<file path="config.mk">
export PLATFORM = sky130hd
export DESIGN_NAME = fetch_stage
export DESIGN_NICKNAME = d
export VERILOG_FILES = /design/src/rtl/fetch_stage.sv
export SDC_FILE = /design/constraint.sdc
export NUM_CORES = 1
export LEC_CHECK = 0
export ABC_CLOCK_PERIOD_IN_PS = 12100
export CAP_MARGIN = 15
export CORE_ASPECT_RATIO = 0.75
export CORE_MARGIN = 1
export CORE_UTILIZATION = 30
export DETAILED_ROUTE_END_ITERATION = 12
export MAX_ROUTING_LAYER = met4
export PLACE_DENSITY = 0.58
export SLEW_MARGIN = 20
export SYNTH_ARGS = -nofsm -noshare
export SYNTH_HDL_FRONTEND = slang
export SYNTH_SLANG_ARGS = --single-unit
</file>
<file path="constraint.sdc">
create_clock -name clk -period 12.1 [get_ports clk]
set_input_delay 2.42 -clock clk [delete_from_list [all_inputs] [get_ports clk]]
set_output_delay 2.42 -clock clk [all_outputs]
set_load 0.005 [all_outputs]
</file>
<file path="src/rtl/fetch_stage.sv">
`default_nettype none
// ============================================================================
// fetch_stage : PC generation, single-outstanding imem fetch, 2-entry decode FIFO
// Option      : define IMM_PREDECODE_EN to register an immediate-format select per entry
// Revision    : 1.0
// ============================================================================
module fetch_stage #(
  parameter logic [31:0] RESET_PC = 32'h0000_0000
) (
  input  logic        clk,
  input  logic        reset,
  output logic        ImemReq,
  output logic [31:0] ImemAddr,
  input  logic        ImemRValid,
  input  logic [31:0] ImemRData,
  input  logic        PCSrcE,
  input  logic [31:0] PCTargetE,
  output logic        ValidD,
  input  logic        ReadyD,
  output logic [31:0] InstrD,
  output logic [31:0] PCD,
  output logic [31:0] PCPlus4D,
  output logic [2:0]  ImmSrcD
);

  localparam logic [1:0] IDLE = 2'd0;
  localparam logic [1:0] WAIT = 2'd1;
  localparam logic [1:0] KILL = 2'd2;

  logic [1:0]  state;
  logic [31:0] pc_f;
  logic [31:0] req_pc;
  logic [31:0] fifo_instr [2];
  logic [31:0] fifo_pc    [2];
  logic [31:0] fifo_pc4   [2];
  logic        wr_ptr;
  logic        rd_ptr;
  logic [1:0]  count;
  logic        issue;
  logic        push;
  logic        pop;
  logic        unused_tgt_bits;

  // Only IDLE has nothing outstanding, so the FIFO count alone bounds the issue.
  assign issue    = !reset && (state == IDLE) && !PCSrcE && (count < 2'd2);
  assign push     = (state == WAIT) && ImemRValid && !PCSrcE;
  assign pop      = ValidD && ReadyD;
  assign ImemReq  = issue;
  assign ImemAddr = pc_f;
  assign ValidD   = (count != 2'd0);
  assign InstrD   = fifo_instr[rd_ptr];
  assign PCD      = fifo_pc[rd_ptr];
  assign PCPlus4D = fifo_pc4[rd_ptr];
  assign unused_tgt_bits = &{1'b0, PCTargetE[1:0]};

  always_ff @(posedge clk) begin
    if (reset) begin
      state  <= IDLE;
      pc_f   <= RESET_PC;
      req_pc <= 32'h0;
    end else begin
      if (PCSrcE)
        pc_f <= {PCTargetE[31:2], 2'b00};
      else if (issue)
        pc_f <= pc_f + 32'd4;
      if (issue)
        req_pc <= pc_f;
      case (state)
        IDLE:    if (issue) state <= WAIT;
        WAIT: begin
          if (ImemRValid)  state <= IDLE;
          else if (PCSrcE) state <= KILL;
        end
        KILL:    if (ImemRValid) state <= IDLE;
        default: state <= IDLE;
      endcase
    end
  end

  always_ff @(posedge clk) begin
    if (reset) begin
      count         <= 2'd0;
      wr_ptr        <= 1'b0;
      rd_ptr        <= 1'b0;
      fifo_instr[0] <= 32'h0;
      fifo_instr[1] <= 32'h0;
      fifo_pc[0]    <= 32'h0;
      fifo_pc[1]    <= 32'h0;
      fifo_pc4[0]   <= 32'h0;
      fifo_pc4[1]   <= 32'h0;
    end else if (PCSrcE) begin
      count  <= 2'd0;
      wr_ptr <= 1'b0;
      rd_ptr <= 1'b0;
    end else begin
      if (push) begin
        fifo_instr[wr_ptr] <= ImemRData;
        fifo_pc[wr_ptr]    <= req_pc;
        fifo_pc4[wr_ptr]   <= req_pc + 32'd4;
        wr_ptr             <= ~wr_ptr;
      end
      if (pop)
        rd_ptr <= ~rd_ptr;
      case ({push, pop})
        2'b10:   count <= count + 2'd1;
        2'b01:   count <= count - 2'd1;
        default: count <= count;
      endcase
    end
  end

`ifdef IMM_PREDECODE_EN
  logic [2:0] fifo_imm [2];

  function automatic logic [2:0] predecode(input logic [6:0] opcode);
    case (opcode)
      7'b0100011:             return 3'b001;
      7'b1100011:             return 3'b010;
      7'b1101111:             return 3'b011;
      7'b0110111, 7'b0010111: return 3'b100;
      default:                return 3'b000;
    endcase
  endfunction

  always_ff @(posedge clk) begin
    if (reset) begin
      fifo_imm[0] <= 3'b000;
      fifo_imm[1] <= 3'b000;
    end else if (push && !PCSrcE) begin
      fifo_imm[wr_ptr] <= predecode(ImemRData[6:0]);
    end
  end

  assign ImmSrcD = fifo_imm[rd_ptr];
`else
  assign ImmSrcD = 3'b000;
`endif

endmodule
`default_nettype wire
</file>
==> impl_metrics.json <==
{
  "outcome": "finished clean",
  "finalSetupTns_ps": 0,
  "place_hpwl_mm": 20.2,
  "start_util_pct": 30.8,
  "max_freq_mhz": 139,
  "cts_tree": "yes",
  "power_density_nw_per_um2": 135,
  "peakVddDrop_v": 0.000118,
  "postCtsHoldBufs": 0,
  "r2r_cells": 5,
  "yosys.area_share.simple_pct": 19.7,
  "layout-drive-gt1-share_pct": 15.6,
  "fin_hold_ws_ps": 508,
  "dr.pass1.iters": 5,
  "cp_cell_sequence": "clkdlybuf4s50_1 > buf_4 > nor2_1 > nand2_1 > buf_4 > clkinv_1 > buf_4 > clkdlybuf4s50_1",
  "post_cts_buffers": 0,
  "cts.repair.resized": 0,
  "hold_viol_final": 0,
  "io_pins": 202,
  "cpMaxStageDelayCell": "clkdlybuf4s50_1",
  "required_ps": 9680,
  "clk_latency_ps": 550,
  "yosysWarningCount": 0,
  "intPower_mw": 1.59,
  "synth.mux.area_fraction_pct": 10.7,
  "synth_common_cells": "edfxtp_1 (184), and2_1 (114), nand2_1 (109)",
  "cts_sinks": 251,
  "cts_buffer_depth": 3,
  "p_sw_share_pct": 22.2,
  "cpPeakStageDelay_ps": 480,
  "rows": 62,
  "antenna_left": 0,
  "arrival_ps": 4750,
  "yosys.cell_types.count": 67,
  "synth_edf_count": 184,
  "finalSetupViolCount": 0,
  "wl_per_cell_um": 18.2,
  "drt_iter0_markers": 490,
  "htree_levels": 1,
  "skew_ps": 10.1,
  "hold_class": "reg2reg",
  "tightest_slew_ps": 1040,
  "drv_cap": 0,
  "clk_pin_slew_ps": 60,
  "p_clk_share_pct": 44.8,
  "grt_pass1_vias": 8257,
  "holdPathStages": 2,
  "crit_type": "in2out",
  "dieHeight_um": 174,
  "slew_violations": 0,
  "end_kind": "output port",
  "cp_common_cell": "buf_4",
  "grt_pass1_wl_mm": 48.7,
  "drcViolationCount": 0,
  "power.switching_mw": 0.455,
  "grt_usage_pct": 16.0,
  "grt_setup_unrepaired": "no",
  "die_w_um": 232,
  "slew_headroom_pct": 30.3,
  "die_area_um2": 40400,
  "synth-seq-cells": 251,
  "viasPerCell": 4.91,
  "coreArea_um2": 38600,
  "p_leak_nw": 5.33,
  "synth_xor_area_share_pct": 1.69,
  "finalCritPeriodShare_pct": 59.3,
  "cp_max_fo": 33,
  "routed_wl_mm": 31.5,
  "synthCells": 1025,
  "ys_seq_area_share_pct": 57.8,
  "dr_total_vias": 8474,
  "grt_overflow_total": 0,
  "startpoint_type": "primary input",
  "synthAdderAreaFrac_pct": 0.316,
  "cts_made_buffers": 28,
  "ys.flop_type": "edfxtp_1",
  "num_antenna_cells": 0,
  "antenna_found_initial": 0,
  "cts_root_buf": "clkbuf_16",
  "async_reset_ff_share_pct": 0,
  "gp_congestion": 0.828,
  "synth.area.top_cells": "edfxtp_1 (46%), dfxtp_1 (11%), mux2_2 (9.9%)",
  "finalNetCount": 1264,
  "avgSynthCellArea_um2": 11.6,
  "total_power_mw": 2.05,
  "yosysTopAreaCell": "edfxtp_1",
  "p_seq_share_pct": 48.0,
  "synth.most_common_cell": "edfxtp_1",
  "netlist_area_um2": 11900,
  "power_frac_comb_pct": 7.2,
  "post-route-min-period_ps": 7170,
  "area_growth_pct": 27.9,
  "io_buffer_count": 190,
  "synth_compound_area_share_pct": 6.00,
  "grt_max_degree": 71,
  "netlist.area_leader.share_pct": 46.5,
  "synth_top_family_by_area": "simple AND/OR/NAND/NOR gates"
}
==> metal layers <==
metal	routed length [um]	vias to the layer above	track usage (%)	share of wire [%]
li1	-	4044	-	-
met1	14600	4150	22.0	46
met2	14700	240	24.8	47
met3	1680	40	2.54	5.3
met4	535	0	3.15	1.7
met5	0	-	-	0
==> metrics by stage <==
step | instance area [um^2] | util [%] | instances | setup WS (ps)
3_3_place_gp | 14200 | 36.8 | 1674 | 4930
4_1_cts | 15200 | 39.4 | 1726 | 4920
5_1_grt | 15200 | 39.4 | 1726 | 4730
3_5_place_dp | 14200 | 36.8 | 1674 | 4930
2_1_floorplan | 11900 | - | 1033 | 1680
6_report | 15200 | 39.4 | 1726 | 4930
==> final cells by class <==
type	count	area, um^2
Fill cell	3694	23400
Tap cell	512	641
Sequential cell	251	6870
Clock buffer	38	850
Clock inverter	14	154
Inverter	22	82.6
Timing Repair Buffer	203	1990
Multi-Input combinational cell	686	4610
==> power groups by stage <==
stage          sequential (mW)  combinational, mW  clock, mW
3_5_place_dp              1.00              0.149          0
2_1_floorplan            0.995             0.0657          0
3_3_place_gp             0.999              0.149          0
5_1_grt                  0.986              0.160      0.976
6_report                 0.982              0.147      0.916
4_1_cts                  0.982              0.150      0.939
==> flip-flops by register name, indices dropped and copies added (netlist names), named ones only <==
signal	count
wr_ptr	1
fifo_instr	64
req_pc	30
count	2
fifo_pc4	60
rd_ptr	1
ImemAddr	30
fifo_pc	60
state	2
==> final timing paths <==
kind / from / slack, ps / endpoint
worst min-delay path: req_pc[22]$_SDFFE_PP0P_ / 510 / req_pc[22]$_SDFFE_PP0P_
worst min register to register: req_pc[22]$_SDFFE_PP0P_ / 510 / req_pc[22]$_SDFFE_PP0P_
worst max register to register: state[0]$_SDFFE_PP0P_ / 8930 / fifo_instr[0][9]$_SDFFCE_PN0P_
worst max-delay path: PCSrcE / 4930 / ImemReq
==> layout by cell type, fill, tap and decap left out, drive strengths merged, types with 3 or more instances in the layout <==
cell	netlist	layout
nand2	109	109
inv	21	23
clkdlybuf4s50	0	189
nor4	11	11
o211ai	8	8
conb	1	9
a21oi	50	50
nor2	71	71
xor2	14	14
a2111oi	4	4
dfxtp	67	67
nand3	26	26
edfxtp	184	184
mux2i	10	10
ha	3	3
xnor2	9	9
nand2b	10	10
and2	114	114
and4	14	14
or3	11	11
clkbuf	45	38
a31oi	7	7
o311ai	6	6
and3	6	6
nand4	22	22
o21ai	8	8
mux2	104	104
or4	6	6
nor3	18	18
a311oi	3	3
buf	29	14
clkinv	1	10
bufinv	0	3
a211oi	8	8
==> cell families after synthesis <==
| group | after synthesis |
|---|---|
| AO/OA/AOI/OAI | 109 |
| XOR/XNOR | 23 |
| adder cells (fa/ha/maj) | 3 |
| buffers and inverters | 96 |
| flip-flops | 251 |
| multiplexers | 114 |
| other | 1 |
| AND/OR/NAND/NOR | 428 |
==> worst max-delay path: cells and delay by family <==
kind,cells,cell delay (ps)
buffers and inverters,6,2110
AND/OR/NAND/NOR,2,200
Power figures use the tool's default switching activity.
